--- src/rtl/vga_pkg.sv ---
// Shared pixel types and constants for the VGA compositing path.
package vga_pkg;

   typedef logic [11:0] pixel_t;

   localparam pixel_t TRANSPARENT    = 12'h000;
   localparam pixel_t GRID_COLOR     = 12'hFFF;
   localparam int     GRID_MASK_BITS = 5;

endpackage

--- src/rtl/sync_delay.sv ---
// Fixed-depth shift register used to keep timing signals aligned with the pixel pipeline.
module sync_delay #(
   parameter int               WIDTH     = 1,
   parameter int               DEPTH     = 2,
   parameter logic [WIDTH-1:0] RESET_VAL = '0
) (
   input  logic             clk,
   input  logic             rst_n,
   input  logic [WIDTH-1:0] d,
   output logic [WIDTH-1:0] q
);

   logic [WIDTH-1:0] stages [DEPTH];

   always_ff @(posedge clk or negedge rst_n) begin
      if (!rst_n) begin
         for (int i = 0; i < DEPTH; i++) stages[i] <= RESET_VAL;
      end else begin
         stages[0] <= d;
         for (int i = 1; i < DEPTH; i++) stages[i] <= stages[i-1];
      end
   end

   assign q = stages[DEPTH-1];

endmodule

--- src/rtl/pixel_compositor.sv ---
// Two-stage priority compositor of NUM_LAYERS RGB444 layers with per-frame overlap flag.
// Optional debug grid overlay enabled by defining COMPOSITOR_GRID_EN.
module pixel_compositor
   import vga_pkg::*;
#(
   parameter int     NUM_LAYERS = 4,
   parameter pixel_t BG_COLOR   = 12'h000
) (
   input  logic                    clk_in,
   input  logic                    rst_n_in,
   input  logic [10:0]             hcount_in,
   input  logic [9:0]              vcount_in,
   input  logic                    hsync_in,
   input  logic                    vsync_in,
   input  logic                    blank_in,
   input  pixel_t [NUM_LAYERS-1:0] layer_in,
   output pixel_t                  pixel_out,
   output logic                    hsync_out,
   output logic                    vsync_out,
   output logic                    blank_out,
   output logic                    overlap_out
);

   logic [10:0] s1_hcount;
   logic [9:0]  s1_vcount;
   logic        s1_hsync;
   logic        s1_vsync;
   logic        s1_blank;
   pixel_t      s1_winner;
   logic        s1_any;
   logic        s1_multi;

   pixel_t      winner_next;
   logic        any_next;
   logic        multi_next;

   logic        prev_vsync;
   logic        overlap_acc;
   logic        vsync_fall;
   logic        overlap_hit;
   logic        unused_counts;

   sync_delay #(
      .WIDTH     (24),
      .DEPTH     (1),
      .RESET_VAL ({11'd0, 10'd0, 3'b111})
   ) stage1_delay (
      .clk   (clk_in),
      .rst_n (rst_n_in),
      .d     ({hcount_in, vcount_in, hsync_in, vsync_in, blank_in}),
      .q     ({s1_hcount, s1_vcount, s1_hsync, s1_vsync, s1_blank})
   );

   sync_delay #(
      .WIDTH     (3),
      .DEPTH     (1),
      .RESET_VAL (3'b111)
   ) stage2_delay (
      .clk   (clk_in),
      .rst_n (rst_n_in),
      .d     ({s1_hsync, s1_vsync, s1_blank}),
      .q     ({hsync_out, vsync_out, blank_out})
   );

   // Scan from lowest priority upward so the last opaque layer seen is the winner.
   always_comb begin
      winner_next = TRANSPARENT;
      any_next    = 1'b0;
      multi_next  = 1'b0;
      for (int i = NUM_LAYERS - 1; i >= 0; i--) begin
         if (layer_in[i] != TRANSPARENT) begin
            if (any_next) multi_next = 1'b1;
            any_next    = 1'b1;
            winner_next = layer_in[i];
         end
      end
   end

   always_ff @(posedge clk_in or negedge rst_n_in) begin
      if (!rst_n_in) begin
         s1_winner <= TRANSPARENT;
         s1_any    <= 1'b0;
         s1_multi  <= 1'b0;
      end else begin
         s1_winner <= winner_next;
         s1_any    <= any_next;
         s1_multi  <= multi_next;
      end
   end

`ifdef COMPOSITOR_GRID_EN
   logic grid_hit;
   assign grid_hit = (s1_hcount[GRID_MASK_BITS-1:0] == '0) ||
                     (s1_vcount[GRID_MASK_BITS-1:0] == '0);
`endif

   assign unused_counts = ^{s1_hcount, s1_vcount};

   always_ff @(posedge clk_in or negedge rst_n_in) begin
      if (!rst_n_in) begin
         pixel_out <= TRANSPARENT;
      end else if (s1_blank) begin
         pixel_out <= TRANSPARENT;
`ifdef COMPOSITOR_GRID_EN
      end else if (grid_hit) begin
         pixel_out <= GRID_COLOR;
`endif
      end else if (s1_any) begin
         pixel_out <= s1_winner;
      end else begin
         pixel_out <= BG_COLOR;
      end
   end

   assign vsync_fall  = prev_vsync & ~s1_vsync;
   assign overlap_hit = s1_multi & ~s1_blank;

   // A hit on the falling-edge cycle itself belongs to the new frame's accumulator.
   always_ff @(posedge clk_in or negedge rst_n_in) begin
      if (!rst_n_in) begin
         prev_vsync  <= 1'b1;
         overlap_acc <= 1'b0;
         overlap_out <= 1'b0;
      end else begin
         prev_vsync <= s1_vsync;
         if (vsync_fall) begin
            overlap_out <= overlap_acc;
            overlap_acc <= overlap_hit;
         end else begin
            overlap_acc <= overlap_acc | overlap_hit;
         end
      end
   end

endmodule
--- config.mk ---
export PLATFORM = sky130hd
export DESIGN_NAME = pixel_compositor
export DESIGN_NICKNAME = d
export VERILOG_FILES = /design/src/rtl/vga_pkg.sv /design/src/rtl/sync_delay.sv /design/src/rtl/pixel_compositor.sv
export SDC_FILE = /design/constraint.sdc
export NUM_CORES = 1
export LEC_CHECK = 0
export CAP_MARGIN = 20
export CORE_ASPECT_RATIO = 0.9
export CORE_MARGIN = 2
export CORE_UTILIZATION = 32
export DETAILED_ROUTE_END_ITERATION = 8
export GPL_TIMING_DRIVEN = 0
export PLACE_DENSITY = 0.75
export SETUP_SLACK_MARGIN = 0.4
export SLEW_MARGIN = 20
export SYNTH_ARGS = -nofsm -noshare
export SYNTH_HDL_FRONTEND = slang
export SYNTH_SLANG_ARGS = --single-unit
export TNS_END_PERCENT = 10
--- constraint.sdc ---
create_clock -name clk_in -period 1.2 [get_ports clk_in]
set_clock_uncertainty 0.05 [all_clocks]
set_input_delay 0.12 -clock clk_in [delete_from_list [all_inputs] [get_ports clk_in]]
set_output_delay 0.12 -clock clk_in [all_outputs]
set_load 0.1 [all_outputs]
==> results of run 1 <==
[routing by layer]
layer / vias up / track usage [%] / share of wire [%]
li1: 564 / - / -
met1: 590 / 17.3 / 38
met2: 63 / 27.1 / 53
met3: 7 / 5.75 / 8.0
met4: 0 / 8.64 / 1.5
met5: - / 0 / 0
[final timing paths]
kind / startpoint / end / slack, ps / cells after the start
max: stage2_delay.q[1] / vsync_out / -50 / 1
min: rst_n_in / pixel_out[9] / -170 / 1
max reg2reg: stage2_delay.q[1] / overlap_out / -20 / 3
min reg2reg: stage1_delay.q[2] / stage2_delay.q[2] / 310 / 0
max in group asynchronous: rst_n_in / overlap_out / 790 / 1
min in group clk_in: layer_in[8] / s1_winner[8] / 0 / 2
[sequential cells by signal, indices dropped and copies added, names as in the netlist]
register	count
pixel_out	12
s1_winner	12
stage1_delay.q	3
stage2_delay.q	3
overlap_acc	1
overlap_out	1
s1_any	1
s1_multi	1
[cells by family (layout without fill, tap and decap cells)]
kind of cell / Yosys count / in the layout / synth area share [%]
AND/OR/NAND/NOR: 35 / 35 / 15.6
flip-flops: 34 / 34 / 61.8
AO/OA/AOI/OAI: 30 / 30 / 16.8
buffers and inverters: 8 / 88 / 4.23
adder cells (fa/ha/maj): 1 / 1 / 0.721
multiplexers: 1 / 1 / 0.811
[metrics by stage]
step | hold WS, ps | std cells
finish | -171 | 237
CTS | -164 | 235
detailed placement | 146 | 225
floorplan | -226 | 109
global placement | 300 | 225
global route | -122 | 237
[synth_stat cells, drive strengths merged]
cell type / number
a211oi: 4
a21o: 8
a21oi: 1
a221o: 8
and2: 13
and3: 5
buf: 6
clkbuf: 1
dfrtp: 28
dfstp: 6
inv: 1
maj3: 1
mux2: 1
nand2: 2
nand2b: 1
nand3: 1
nor2b: 1
nor4: 12
o21ai: 5
o21bai: 4
[worst reg2reg max path: stages, from the launching register on]
cell and delay [ps]:
dfstp_4 630, buf_4 120, nand2b_4 50, mux2_2 260
[power breakdown]
part / leakage, nW / switching, W / total (W) / internal, W
sequential: 0.395 / 0.0000368 / 0.00125 / 0.00122
clock: 0.0482 / 0.000364 / 0.000825 / 0.000461
combinational: 0.793 / 0.000374 / 0.000660 / 0.000286
total: 1.24 / 0.000775 / 0.00274 / 0.00196
[cell type report]
type / count / share of cell area, %
Buffer: 7 / 3.42
Clock buffer: 7 / 3.42
Clock inverter: 1 / 0.198
Inverter: 1 / 0.149
Multi-Input combinational cell: 67 / 25.7
Sequential cell: 34 / 34.2
Tap cell: 48 / 2.38
Timing Repair Buffer: 72 / 30.5
[repair_timing]
item,in CTS,in global routing
buffers inserted,2,2
gates cloned,0,0
hold endpoints to repair,28,29
setup endpoints to repair,44,44
pin swaps,25,41
resized for setup,249,97
[cells in the final DEF (no fill, tap or decap), types with 2 or more instances in the layout]
cell type and instances:
dfstp_2 5, o21bai_1 4, buf_2 12, and3_1 4, buf_8 3, nor4_2 3, a211oi_2 2, nor4_1 4
dfrtp_1 27, a221o_1 5, a221o_2 3, o21ai_2 4, dlymetal6s2s_1 12, clkdlybuf4s50_1 3, buf_6 13, clkbuf_2 19
a21o_1 8, nor4_4 5, buf_12 16, a211oi_1 2, and2_4 12, clkbuf_8 6
==> summary.md, run 1 <==
| Metric | Value |
|---|---|
| Status | `finished with violations` |
| Violated checks | `hold timing, setup timing` |
| DRT iter0 DRCs | `36` |
| Largest net degree at the start of global routing | `35` |
| RePlAce Congestion | `0.988` |
| Distinct cells, synth | `25` |
| Crit Path Max Fanout | `2` |
| Number of endpoints failing setup at the final stage | `2` |
| Vias in the first global route | `1252` |
| Layout fillers | `around 310` |
| Clock root buffer | `clkbuf_8` |
| Setup Crit Path Kind | `reg2out` |
| Critical path cell sequence | `buf_12` |
| Critical path's slowest cell | `dfstp_4` |
| Overall die width | `around 73 um` |
| Finished Core Util | `about 61%` |
| Die ar. | `4880 um^2` |
| Register area share after synthesis | `61.8%` |
| Mapped cell area | `~1400 um^2` |
| Largest delay share family, worst path | `flip-flops` |
| Slew headroom | `a little over half` |
| Crit. End Element | `primary output` |
| Final period util | `104%` |
| Average cell area after synthesis | `12.7 um^2` |
| Boundary pin count | `90` |
| Initial antenna violation count | `0` |
| Min Hold Slack | `-171 ps` |
| RSZ-0062 raised after global routing | `yes` |
| Worst-path clk slew | `approximately 60 ps` |
| Drt pass-1 iters | `4` |
| Pre-CTS WS | `-706 ps` |
| Max Slew Vio Count | `0` |
| Setup_tns | `-71.4 ps` |
| First-pass GRT wire length | `roughly 5700 um` |
| Area delta synth->final | `81.6%` |
| CTS sink count | `34` |
| Seq cells post-synth | `34` |
| Fin nets | `between 200 and 300` |
| Minimum clock period | `approximately 1300 ps` |
| P_leak | `1.24 nW` |
| Yosys warns | `0` |
| DP Area | `~2100 um^2` |
| Detail Route Antenna Nets | `0` |
| Post-synth top area cell | `dfrtp_1` |
| Critical Path RT | `~1000 ps` |
| Final count of hold timing violations | `28` |
| Final setup margin | `-51.1 ps` |
| Multi-input logic area | `about 650 um^2` |
| Max Root-Sink Buffers | `2` |
| Max-cap violation count | `0` |
| Row count | `22` |
| Initial Util | `33.6%` |
| Critical path arrival | `~1100 ps` |
| Ranking of synthesized cells by area | `dfrtp_1 50%, dfstp_2 11%, and2_1 5.4%, nor4_1 5.4%, a21o_1 4.3%` |
| CTS tree | `yes` |
| Fmax | `between 700 and 800 MHz` |
| Slew @ Worst Pin | `roughly 690 ps` |
| Core ar. | `4130 um^2` |
| GR Overflow Total | `0` |
| Via count | `about 1200` |
| Synth top area share | `between 50% and 60%` |
| N_diodes | `0` |
| Die height | `between 60 and 70 um` |
| DR WL/cell | `15.6 um` |
| Worst path max stage delay | `about 630 ps` |
| Tot Pwr | `between 0.002 and 0.003 W` |
| CTS buffer count | `5` |
| Layout cell share with drive strength beyond 1 | `between 60% and 70%` |
| Maximum vdd drop | `~0.47 mV` |
| Drt drc | `0` |
| Pwr/cell area | `around 1100 nW/um^2` |
| Clock Latency Late Sink | `around 280 ps` |
| All-Layer GR Usage | `around 16%` |
| PortBufs | `68` |
| Syn nets | `between 150 and 200` |
| WP buf/inv | `1` |
| HP Class | `in2async` |
| Design area | `between 2000 and 3000 um^2` |
| Vias per cell | `between 5 and 6` |
| Final HPWL DP | `2710 um` |
| Register area | `between 800 and 900 um^2` |
| Routed Wire Length | `around 3700 um` |
| Post-Synthesis Cells | `between 100 and 150` |
| Critical path startpoint category | `register` |
| H-Tree Depth | `2` |
Power figures use the tool's default switching activity.
==> run 2: changes to the inputs <==
GPL_TIMING_DRIVEN = not set   (was 0)
SETUP_SLACK_MARGIN = 0.1   (was 0.4)
==> run 2 against run 1 <==
Critical endpoint unchanged. Sequential share of layout area decreased by 2.5 points. Flip-flop and latch count unchanged. Global-route usage increased by 1.0 points. Core utilization increased by 4.9 points. Hold slack improved by 220 ps. The flow finishes with violations (setup timing). Critical path type unchanged.
==> summary.md, run 2 (synthesis gave the netlist of run 1 again) <==
| Metric | Value |
|---|---|
| Status | `finished with violations` |
| Violated checks | `setup timing` |
| Via count | `1317` |
| RePlAce Congestion | `between 0.9 and 1` |
| Drt pass-1 iters | `4` |
| Commonest non-fill, non-tap cell in the layout | `buf_4` |
| Detail Route Antenna Nets | `0` |
| Max Root-Sink Buffers | `2` |
| Crit Path Max Fanout | `2` |
| Setup Crit Path Kind | `reg2out` |
| HP Class | `in2reg` |
| Initial Util | `around 34%` |
| Drt drc | `0` |
| Design area | `2720 um^2` |
| Number of endpoints failing setup at the final stage | `2` |
| CTS buffer count | `5` |
| DRT iter0 DRCs | `53` |
| Setup_tns | `-81.5 ps` |
| R2R depth | `3` |
| Row count | `22` |
| RR Endpoint | `overlap_out` |
| Critical Path RT | `between 1000 and 1500 ps` |
| Core ar. | `4130 um^2` |
| Overall die width | `around 73 um` |
| PortBufs | `68` |
| Slew @ Worst Pin | `roughly 300 ps` |
| Hold depth | `2` |
| Fin nets | `291` |
| Final setup margin | `-50.1 ps` |
| Die ar. | `~5000 um^2` |
| Pwr/cell area | `between 1000 and 1500 nW/um^2` |
| Worst-path clk slew | `roughly 70 ps` |
| Fmax | `between 700 and 800 MHz` |
| Min-delay src | `layer_in[10]` |
| Min Hold Slack | `around 52 ps` |
| Largest net degree at the start of global routing | `35` |
| Worst path max stage delay | `around 630 ps` |
| Maximum vdd drop | `0.479 mV` |
| CTS sink count | `34` |
| Critical path startpoint category | `register` |
| RSZ-0062 raised after global routing | `yes` |
| Die height | `~67 um` |
| Most frequent cells in the layout | `35 x buf_4, 27 x dfrtp_1, 17 x buf_12` |
| Minimum clock period | `around 1300 ps` |
| Vias per cell | `4.95` |
| Final count of hold timing violations | `0` |
| Final period util | `104%` |
| Critical path arrival | `about 1100 ps` |
| Layout cell share with drive strength beyond 1 | `54.1%` |
| WP buf/inv | `1` |
| DR WL/cell | `~15 um` |
| Routed Wire Length | `4060 um` |
| Crit. End Element | `primary output` |
| N_diodes | `0` |
| Pre-CTS WS | `-622 ps` |
| Slew headroom | `about 80%` |
| WHS Endpoint | `s1_winner[10]` |
| Critical path's slowest cell | `dfstp_4` |
| Max-cap violation count | `0` |
| Vias in the first global route | `1336` |
| CTS tree | `yes` |
| Clock root buffer | `clkbuf_8` |
| First-pass GRT wire length | `between 6000 and 7000 um` |
| H-Tree Depth | `2` |
| Initial antenna violation count | `0` |
| Largest delay share family, worst path | `flip-flops` |
| DP Area | `between 2000 and 3000 um^2` |
| P_leak | `around 1.2 nW` |
| Finished Core Util | `between 60 and 70%` |
| Flop2flop setup slack | `-30 ps` |
| All-Layer GR Usage | `17.0%` |
| Worst R2R Start | `stage2_delay.q[1]` |
| Critical path cell sequence | `buf_12` |
| GR Overflow Total | `0` |
| Area delta synth->final | `96.1%` |
| Largest regs | `pixel_out x12, s1_winner x12` |
| Clock Latency Late Sink | `~280 ps` |
| Boundary pin count | `90` |
| Max Slew Vio Count | `0` |
| Final HPWL DP | `roughly 3000 um` |
-- run 2: changes by cell type in the layout (fill, tap and decap cells not counted), moves of 9 or more --
cell,before,now
and2_1,1,12
and2_4,12,1
buf_4,1,35
buf_6,13,4
clkdlybuf4s15_1,0,14
dlygate4sd2_1,0,13
dlymetal6s2s_1,12,0
-- run 2: area by class of cell --
class | count | area, um^2
fill | 334 | 1410
timing repair buffer | 107 | 1040
sequential | 34 | 863
multi-input combinational | 68 | 672
clock buffer | 6 | 72.6
tap | 48 | 60.1
clock inverter | 2 | 10.0
inverter | 1 | 3.75
-- run 2: what timing repair did --
| action | CTS | global route |
|---|---|---|
| cloned | 1 | 0 |
| setup buffers | 1 | 3 |
| endpoints found under the setup margin | 18 | 30 |
| pin swaps | 28 | 13 |
| resized for setup | 105 | 46 |
| hold buffers | 0 | 0 |
-- run 2: per-layer routing --
layer / part of all wire [%] / routed length (um) / vias to the layer above / global-route usage [%]
met5: 0 / 0 / - / 0
met4: 3.1 / 125 / 0 / 8.18
met3: 7.0 / 285 / 14 / 4.84
met2: 52 / 2120 / 59 / 30.4
met1: 38 / 1540 / 619 / 18.3
li1: - / - / 625 / -
-- run 2: how the worst max path moves through the flow --
stage                      start           end  slack (ps)  cells past startpoint
6_report       stage2_delay.q[1]     vsync_out         -50                      1
5_1_grt        stage2_delay.q[1]     vsync_out         -80                      1
4_1_cts        stage2_delay.q[1]     vsync_out         -60                      1
3_5_place_dp         layer_in[7]  s1_winner[6]        -620                      6
3_3_place_gp         layer_in[7]  s1_winner[7]        -630                      6
2_1_floorplan  stage2_delay.q[1]   overlap_out         -90                      2
-- run 2: stage by stage --
stage          cells  total power (W)
2_1_floorplan    109          0.00154
3_3_place_gp     253          0.00199
3_5_place_dp     253          0.00201
4_1_cts          263          0.00276
5_1_grt          266          0.00286
6_report         266          0.00274
-- run 2: where the power goes --
part           leakage, nW  switching, W  internal (W)  total (W)
Sequential           0.395     0.0000361       0.00122    0.00125
Clock               0.0450      0.000365      0.000401   0.000766
Combinational        0.798      0.000396      0.000327   0.000724
